`src/rtl/cdb_arbiter_pkg.sv`:
```
// cdb_arbiter_pkg: bus widths, source encodings and queue entry layouts for the CDB arbiter.
package cdb_arbiter_pkg;
    localparam int NICK_W = 5;
    localparam int DATA_W = 32;
    localparam int ADDR_W = 32;
    localparam int CDB_DEPTH = 4;
    localparam logic NOT_JUMP = 1'b0;
    localparam logic CDB_SRC_EX = 1'b0;
    localparam logic CDB_SRC_SLB = 1'b1;
    typedef struct packed {
        logic [NICK_W-1:0] nick;
        logic [DATA_W-1:0] dt;
        logic              ac;
        logic [ADDR_W-1:0] j_pc;
    } ex_entry_t;
    typedef struct packed {
        logic [NICK_W-1:0] nick;
        logic [DATA_W-1:0] dt;
    } slb_entry_t;
endpackage

```
`src/rtl/cdb_fifo.sv`:
```
// cdb_fifo: per-source result queue with combinational head and next-count output.
module cdb_fifo #(
    parameter int W = 8,
    parameter int DEPTH = 4
) (
    input  logic                       clk,
    input  logic                       rst,
    input  logic                       flush_i,
    input  logic                       push_i,
    input  logic                       pop_i,
    input  logic [W-1:0]               din_i,
    output logic [W-1:0]               head_o,
    output logic [$clog2(DEPTH+1)-1:0] count_o,
    output logic [$clog2(DEPTH+1)-1:0] nxt_o
);
    localparam int PW = $clog2(DEPTH);
    localparam int CW = $clog2(DEPTH+1);
    logic [W-1:0]  mem_q [DEPTH];
    logic [PW-1:0] rd_q, wr_q;
    logic [CW-1:0] cnt_q, cnt_d;
    logic          pop_ok, push_ok;
    always_comb begin
        pop_ok = pop_i && cnt_q != '0;
        // a full queue accepts a push only when its head leaves in the same cycle
        push_ok = push_i && (cnt_q != CW'(DEPTH) || pop_ok);
        cnt_d = flush_i ? '0 : cnt_q + CW'(push_ok) - CW'(pop_ok);
    end
    always_ff @(posedge clk) begin
        if (rst || flush_i) begin
            rd_q <= '0;
            wr_q <= '0;
            cnt_q <= '0;
        end else begin
            rd_q <= rd_q + PW'(pop_ok);
            wr_q <= wr_q + PW'(push_ok);
            cnt_q <= cnt_d;
        end
    end
    always_ff @(posedge clk) begin
        if (!rst && !flush_i && push_ok) mem_q[wr_q] <= din_i;
    end
    assign head_o = mem_q[rd_q];
    assign count_o = cnt_q;
    assign nxt_o = cnt_d;
    overflow_a: assert property (@(posedge clk) disable iff (rst)
        !(push_i && !flush_i && !pop_ok && cnt_q == CW'(DEPTH)))
        else $error("cdb_fifo overflow: entry dropped");
endmodule

```
`src/rtl/cdb_arbiter.sv`:
```
// cdb_arbiter: round-robin arbiter of EX and SLB results onto the registered CDB broadcast.
module cdb_arbiter
    import cdb_arbiter_pkg::*;
#(
    parameter int DEPTH = CDB_DEPTH
) (
    input  logic              clk,
    input  logic              rst,
    input  logic              rdy,
    input  logic              iclr,
    input  logic              iEX_en,
    input  logic [NICK_W-1:0] iEX_nick,
    input  logic [DATA_W-1:0] iEX_dt,
    input  logic              iEX_ac,
    input  logic [ADDR_W-1:0] iEX_j_pc,
    output logic              oEX_full,
    input  logic              iSLB_en,
    input  logic [NICK_W-1:0] iSLB_nick,
    input  logic [DATA_W-1:0] iSLB_dt,
    output logic              oSLB_full,
    output logic              oCDB_en,
    output logic [NICK_W-1:0] oCDB_nick,
    output logic [DATA_W-1:0] oCDB_dt,
    output logic              oCDB_ac,
    output logic [ADDR_W-1:0] oCDB_j_pc,
    output logic              oCDB_src
);
    localparam int CW = $clog2(DEPTH+1);
    ex_entry_t         ex_in, ex_head, ex_win;
    slb_entry_t        slb_in, slb_head, slb_win;
    logic [CW-1:0]     ex_cnt, ex_nxt, slb_cnt, slb_nxt;
    logic              go, ex_in_v, slb_in_v, ex_has, slb_has, ex_cand, slb_cand, win, sel_slb;
    logic              ex_push, ex_pop, slb_push, slb_pop;
    logic              en_q, ac_q, src_q, last_q, ex_full_q, slb_full_q;
    logic [NICK_W-1:0] nick_q;
    logic [DATA_W-1:0] dt_q;
    logic [ADDR_W-1:0] jpc_q;
    assign ex_in = '{nick: iEX_nick, dt: iEX_dt, ac: iEX_ac, j_pc: iEX_j_pc};
    assign slb_in = '{nick: iSLB_nick, dt: iSLB_dt};
    always_comb begin
        go = rdy && !iclr;
        ex_in_v = iEX_en && iEX_nick != '0;
        slb_in_v = iSLB_en && iSLB_nick != '0;
        ex_has = ex_cnt != '0;
        slb_has = slb_cnt != '0;
        ex_cand = ex_has || ex_in_v;
        slb_cand = slb_has || slb_in_v;
        sel_slb = slb_cand && (!ex_cand || last_q == CDB_SRC_EX);
        win = ex_cand || slb_cand;
        // an input bypasses only when its source wins with an empty queue; otherwise it enqueues
        ex_pop = go && win && !sel_slb && ex_has;
        ex_push = go && ex_in_v && (ex_has || sel_slb);
        slb_pop = go && sel_slb && slb_has;
        slb_push = go && slb_in_v && (slb_has || !sel_slb);
        ex_win = ex_has ? ex_head : ex_in;
        slb_win = slb_has ? slb_head : slb_in;
    end
    cdb_fifo #(.W($bits(ex_entry_t)), .DEPTH(DEPTH)) u_ex_q (
        .clk(clk), .rst(rst), .flush_i(rdy && iclr), .push_i(ex_push), .pop_i(ex_pop),
        .din_i(ex_in), .head_o(ex_head), .count_o(ex_cnt), .nxt_o(ex_nxt)
    );
    cdb_fifo #(.W($bits(slb_entry_t)), .DEPTH(DEPTH)) u_slb_q (
        .clk(clk), .rst(rst), .flush_i(rdy && iclr), .push_i(slb_push), .pop_i(slb_pop),
        .din_i(slb_in), .head_o(slb_head), .count_o(slb_cnt), .nxt_o(slb_nxt)
    );
    always_ff @(posedge clk) begin
        if (rst) begin
            en_q <= 1'b0;
            nick_q <= '0;
            dt_q <= '0;
            ac_q <= NOT_JUMP;
            jpc_q <= '0;
            src_q <= CDB_SRC_EX;
            last_q <= CDB_SRC_SLB;
            ex_full_q <= 1'b0;
            slb_full_q <= 1'b0;
        end else if (rdy) begin
            en_q <= go && win;
            last_q <= !go ? CDB_SRC_SLB : win ? (sel_slb ? CDB_SRC_SLB : CDB_SRC_EX) : last_q;
            ex_full_q <= ex_nxt >= CW'(DEPTH-1);
            slb_full_q <= slb_nxt >= CW'(DEPTH-1);
            if (go && win) begin
                nick_q <= sel_slb ? slb_win.nick : ex_win.nick;
                dt_q <= sel_slb ? slb_win.dt : ex_win.dt;
                ac_q <= sel_slb ? NOT_JUMP : ex_win.ac;
                jpc_q <= sel_slb ? '0 : ex_win.j_pc;
                src_q <= sel_slb ? CDB_SRC_SLB : CDB_SRC_EX;
            end
        end
    end
    assign oCDB_en = en_q;
    assign oCDB_nick = nick_q;
    assign oCDB_dt = dt_q;
    assign oCDB_ac = ac_q;
    assign oCDB_j_pc = jpc_q;
    assign oCDB_src = src_q;
    assign oEX_full = ex_full_q;
    assign oSLB_full = slb_full_q;
endmodule
```
`config.mk`:
```
export PLATFORM = sky130hd
export DESIGN_NAME = cdb_arbiter
export DESIGN_NICKNAME = d
export VERILOG_FILES = /design/src/rtl/cdb_arbiter_pkg.sv /design/src/rtl/cdb_fifo.sv /design/src/rtl/cdb_arbiter.sv
export SDC_FILE = /design/constraint.sdc
export NUM_CORES = 1
export LEC_CHECK = 0
export BUFFER_PORTS_ARGS = -buffer_cell sky130_fd_sc_hd__buf_4
export CORE_UTILIZATION = 35
export DETAILED_ROUTE_END_ITERATION = 8
export GPL_TIMING_DRIVEN = 0
export PLACE_DENSITY = 0.49
export SETUP_SLACK_MARGIN = 0.4
export SYNTH_ARGS = -nofsm -noshare
export SYNTH_HDL_FRONTEND = slang
export SYNTH_HIERARCHICAL = 1
export SYNTH_SLANG_ARGS = --single-unit
export TNS_END_PERCENT = 20
```
`constraint.sdc`:
```
create_clock -name clk -period 16.8 [get_ports clk]
set_input_delay 1.68 -clock clk [delete_from_list [all_inputs] [get_ports clk]]
set_output_delay 1.68 -clock clk [all_outputs]
set_load 0.01 [all_outputs]
```
==> results.py <==
metrics = {
    "setup_path": {
        "cp_max_fo": 10,
        "end_kind": "register",
        "cp_slowest_stage_delay_ns": 0.61,
        "path_cells": "buf_4 > nor4_1 > a211o_1 > buf_2 > buf_2 > nor3b_1 > nor4b_4 > nor4_2 > buf_4 > buf_4 > buf_6 > buf_4 > buf_4",
        "critPathBufInv": 8,
        "cpMaxStageDelayCell": "nor4_2",
        "path_class": "in2reg",
        "cp_common_cell": "buf_4",
        "cp.arrival_ns": 5.41,
        "cpLargestDelayFamily": "buffers and inverters",
        "critPathRequiredTime_ns": 17.11,
        "cp-start-kind": "primary input",
    },
    "place": {
        "gp_congestion": 0.7256,
        "postPlaceCellArea_um2": 24710,
        "hpwl_um": 38120,
        "placement.io_buffers": 185,
    },
    "global_route": {
        "grt_max_degree": 16,
        "grt_usage_pct": 16.79,
        "overflow": 0,
        "grt_pass1_vias": 12180,
        "grt_pass1_wl_um": 78580,
        "grt_antenna_before_repair": 3,
    },
    "clocking": {
        "path_clk_slew_ns": 0.06,
        "cts_max_level": 2,
        "postCtsHoldBufs": 0,
        "post_cts_resized": 0,
        "clock_path_buffers": 3,
        "cts.sinks": 517,
        "clk_latency_ns": 0.61,
        "cts-root-buf": "clkbuf_16",
        "cts_tree": "built",
        "post_cts_buffers": 0,
        "cts_buffers": 56,
    },
    "yosys": {
        "synth-edff-count": 428,
        "yosysUniqueCellTypes": 51,
        "synthFlopType": "edfxtp_1",
        "synth-seq-area-share_pct": 67.33,
        "synth_top_area_cell": "edfxtp_1",
        "netlist.area_leader.share_pct": 59.14,
        "syn_inst": 1133,
        "yosysMostFrequentCell": "edfxtp_1",
        "syn_avg_cell_area_um2": 19.18,
        "synth.yosys.warnings": 6,
        "syn_nets": 1256,
        "synth-seq-cells": 517,
        "synthTopCellsByArea": "edfxtp_1 (59%), mux4_2 (10%), dfxtp_1 (8.2%)",
        "async_flop_share_pct": 0,
        "syn_area_um2": 21730,
        "synth_common_cells": "edfxtp_1 (428), mux4_2 (100), dfxtp_1 (89), inv_1 (78)",
    },
    "die": {
        "die_w_um": 251.2,
        "dieArea_um2": 63100,
        "start_util_pct": 35.74,
        "fp.dieH_um": 251.2,
        "pin_count": 187,
        "rows": 90,
        "coreArea_um2": 60810,
    },
    "routing": {
        "drcViolationCount": 0,
        "routed_wl_um": 52570,
        "vias": 11360,
        "dr.pass1.iters": 4,
        "routedWlPerCell_um": 23.34,
        "drt_iter0_markers": 533,
        "detail-route-antenna-nets": 0,
        "via_per_inst": 5.043,
    },
    "sta": {
        "period_needed_ns": 5.101,
        "finalSetupViolCount": 0,
        "maxSlewHeadroom_pct": 31.24,
        "whs_ns": 0.4826,
        "fmax_ghz": 0.1960,
        "final_max_slew_viol_count": 0,
        "period_share_pct": 30.37,
        "rsz0062_at_grt": "no",
        "clock_skew_ns": 0.01844,
        "hold_violations": 0,
        "worst_pin_slew_ns": 1.026,
    },
    "status": {
        "status": "completed",
    },
    "final_layout": {
        "diodes": 0,
        "drive_above_1_share_pct": 42.72,
        "fillers": 5416,
        "stdcell_area_um2": 26500,
        "nets": 1546,
        "area_delta_synth_final_pct": 21.95,
    },
    "power_and_ir_drop": {
        "power.total_mw": 2.735,
        "power_per_cell_area_nw_per_um2": 103.2,
        "vdd_ir_drop_max_uv": 76.24,
        "power.leakage_nw": 8.942,
    },
    "worst_hold_path": {
        "hold_path.class": "reg2reg",
    },
    "run": {
        "drv_cap": 0,
    },
}
-- through the flow --
step                      setup WS (ns)  TNS (ns)  std cells  util (%)
after floorplan                   6.295         0       1133         -
after global placement          -0.8994    -62.47       2100     39.63
after detailed placement          11.03         0       2147     40.64
after CTS                         11.67         0       2252     43.59
after global routing              11.38         0       2252     43.59
final                             11.70         0       2252     43.59
-- power breakdown --
part	internal, mW	switching, mW	leakage (nW)	total (mW)
sequential	1.40	0.00864	4.57	1.40
combinational	0.0582	0.0718	3.51	0.130
clock	0.689	0.512	0.863	1.20
total	2.14	0.592	8.94	2.74
-- path summary, 6_finish.rpt --
check | start | slack (ns) | cells past startpoint | end
min | oCDB_en | 0.48 | 2 | oCDB_en
max | iSLB_nick[1] | 11.70 | 13 | u_ex_q/mem_q[2][42]
min reg2reg | oCDB_en | 0.48 | 2 | oCDB_en
max reg2reg | u_ex_q/count_o[1] | 12.38 | 15 | oEX_full
-- cell families after synthesis --
family	synth area share [%]
AOI/OAI and AO/OA	6.062
DFF	67.33
buffers and inverters	4.087
and+or+nand+nor	4.940
muxes	16.56
xor gates and xnor gates	0.3684
adders and majority gates	0.6448
-- flip-flops by register name, summed over array words and instances, names as in the netlist --
name / cells
oCDB_ac: 1
oCDB_en: 1
oSLB_full: 1
u_slb_q/wr_q: 2
u_slb_q/mem_q: 148
u_ex_q/count_o: 3
u_ex_q/mem_q: 280
oCDB_dt: 32
u_ex_q/rd_q: 2
u_ex_q/wr_q: 2
oEX_full: 1
u_slb_q/count_o: 3
u_slb_q/rd_q: 2
oCDB_nick: 5
oCDB_j_pc: 32
oCDB_src: 1
last_q: 1
-- tightest hold or removal path: stages, from the launching register on --
cell and delay [ns]:
dfxtp_1 0.31, nand2b_1 0.06, a21oi_1 0.06
-- per-layer routing --
metal	global-route usage (%)	wire (um)
met1	22.55	23720
met2	28.06	25690
met3	3.210	2281
met4	3.955	840
met5	0	36
-- placed cells by master (no fill, tap or decap), types with 5 or more instances in the layout --
cell type / count
a21oi_1: 6
buf_12: 10
buf_2: 28
buf_4: 206
buf_6: 26
buf_8: 12
clkbuf_1: 38
clkbuf_16: 57
clkinv_1: 10
clkinv_2: 8
clkinvlp_4: 5
dfxtp_1: 89
edfxtp_1: 428
ha_1: 8
inv_1: 78
mux2_2: 74
mux2i_1: 33
mux4_1: 7
mux4_2: 100
nand2b_1: 5
nand4b_1: 74
nor2_1: 20
nor2b_1: 7
o311ai_2: 37
o32ai_2: 33
-- area by class of cell --
type / count / area [um^2] / share of cell area, %
repair buffers: 232 / 1948 / 7.350
plain buffers: 80 / 595.6 / 2.247
inverters: 78 / 292.8 / 1.105
multi-input cells: 458 / 6264 / 23.63
well taps: 782 / 978.4 / 3.692
clock inverters: 29 / 254.0 / 0.9583
clock buffers: 76 / 1538 / 5.802
flip-flops and latches: 517 / 14630 / 55.21
Power figures use the tool's default switching activity.
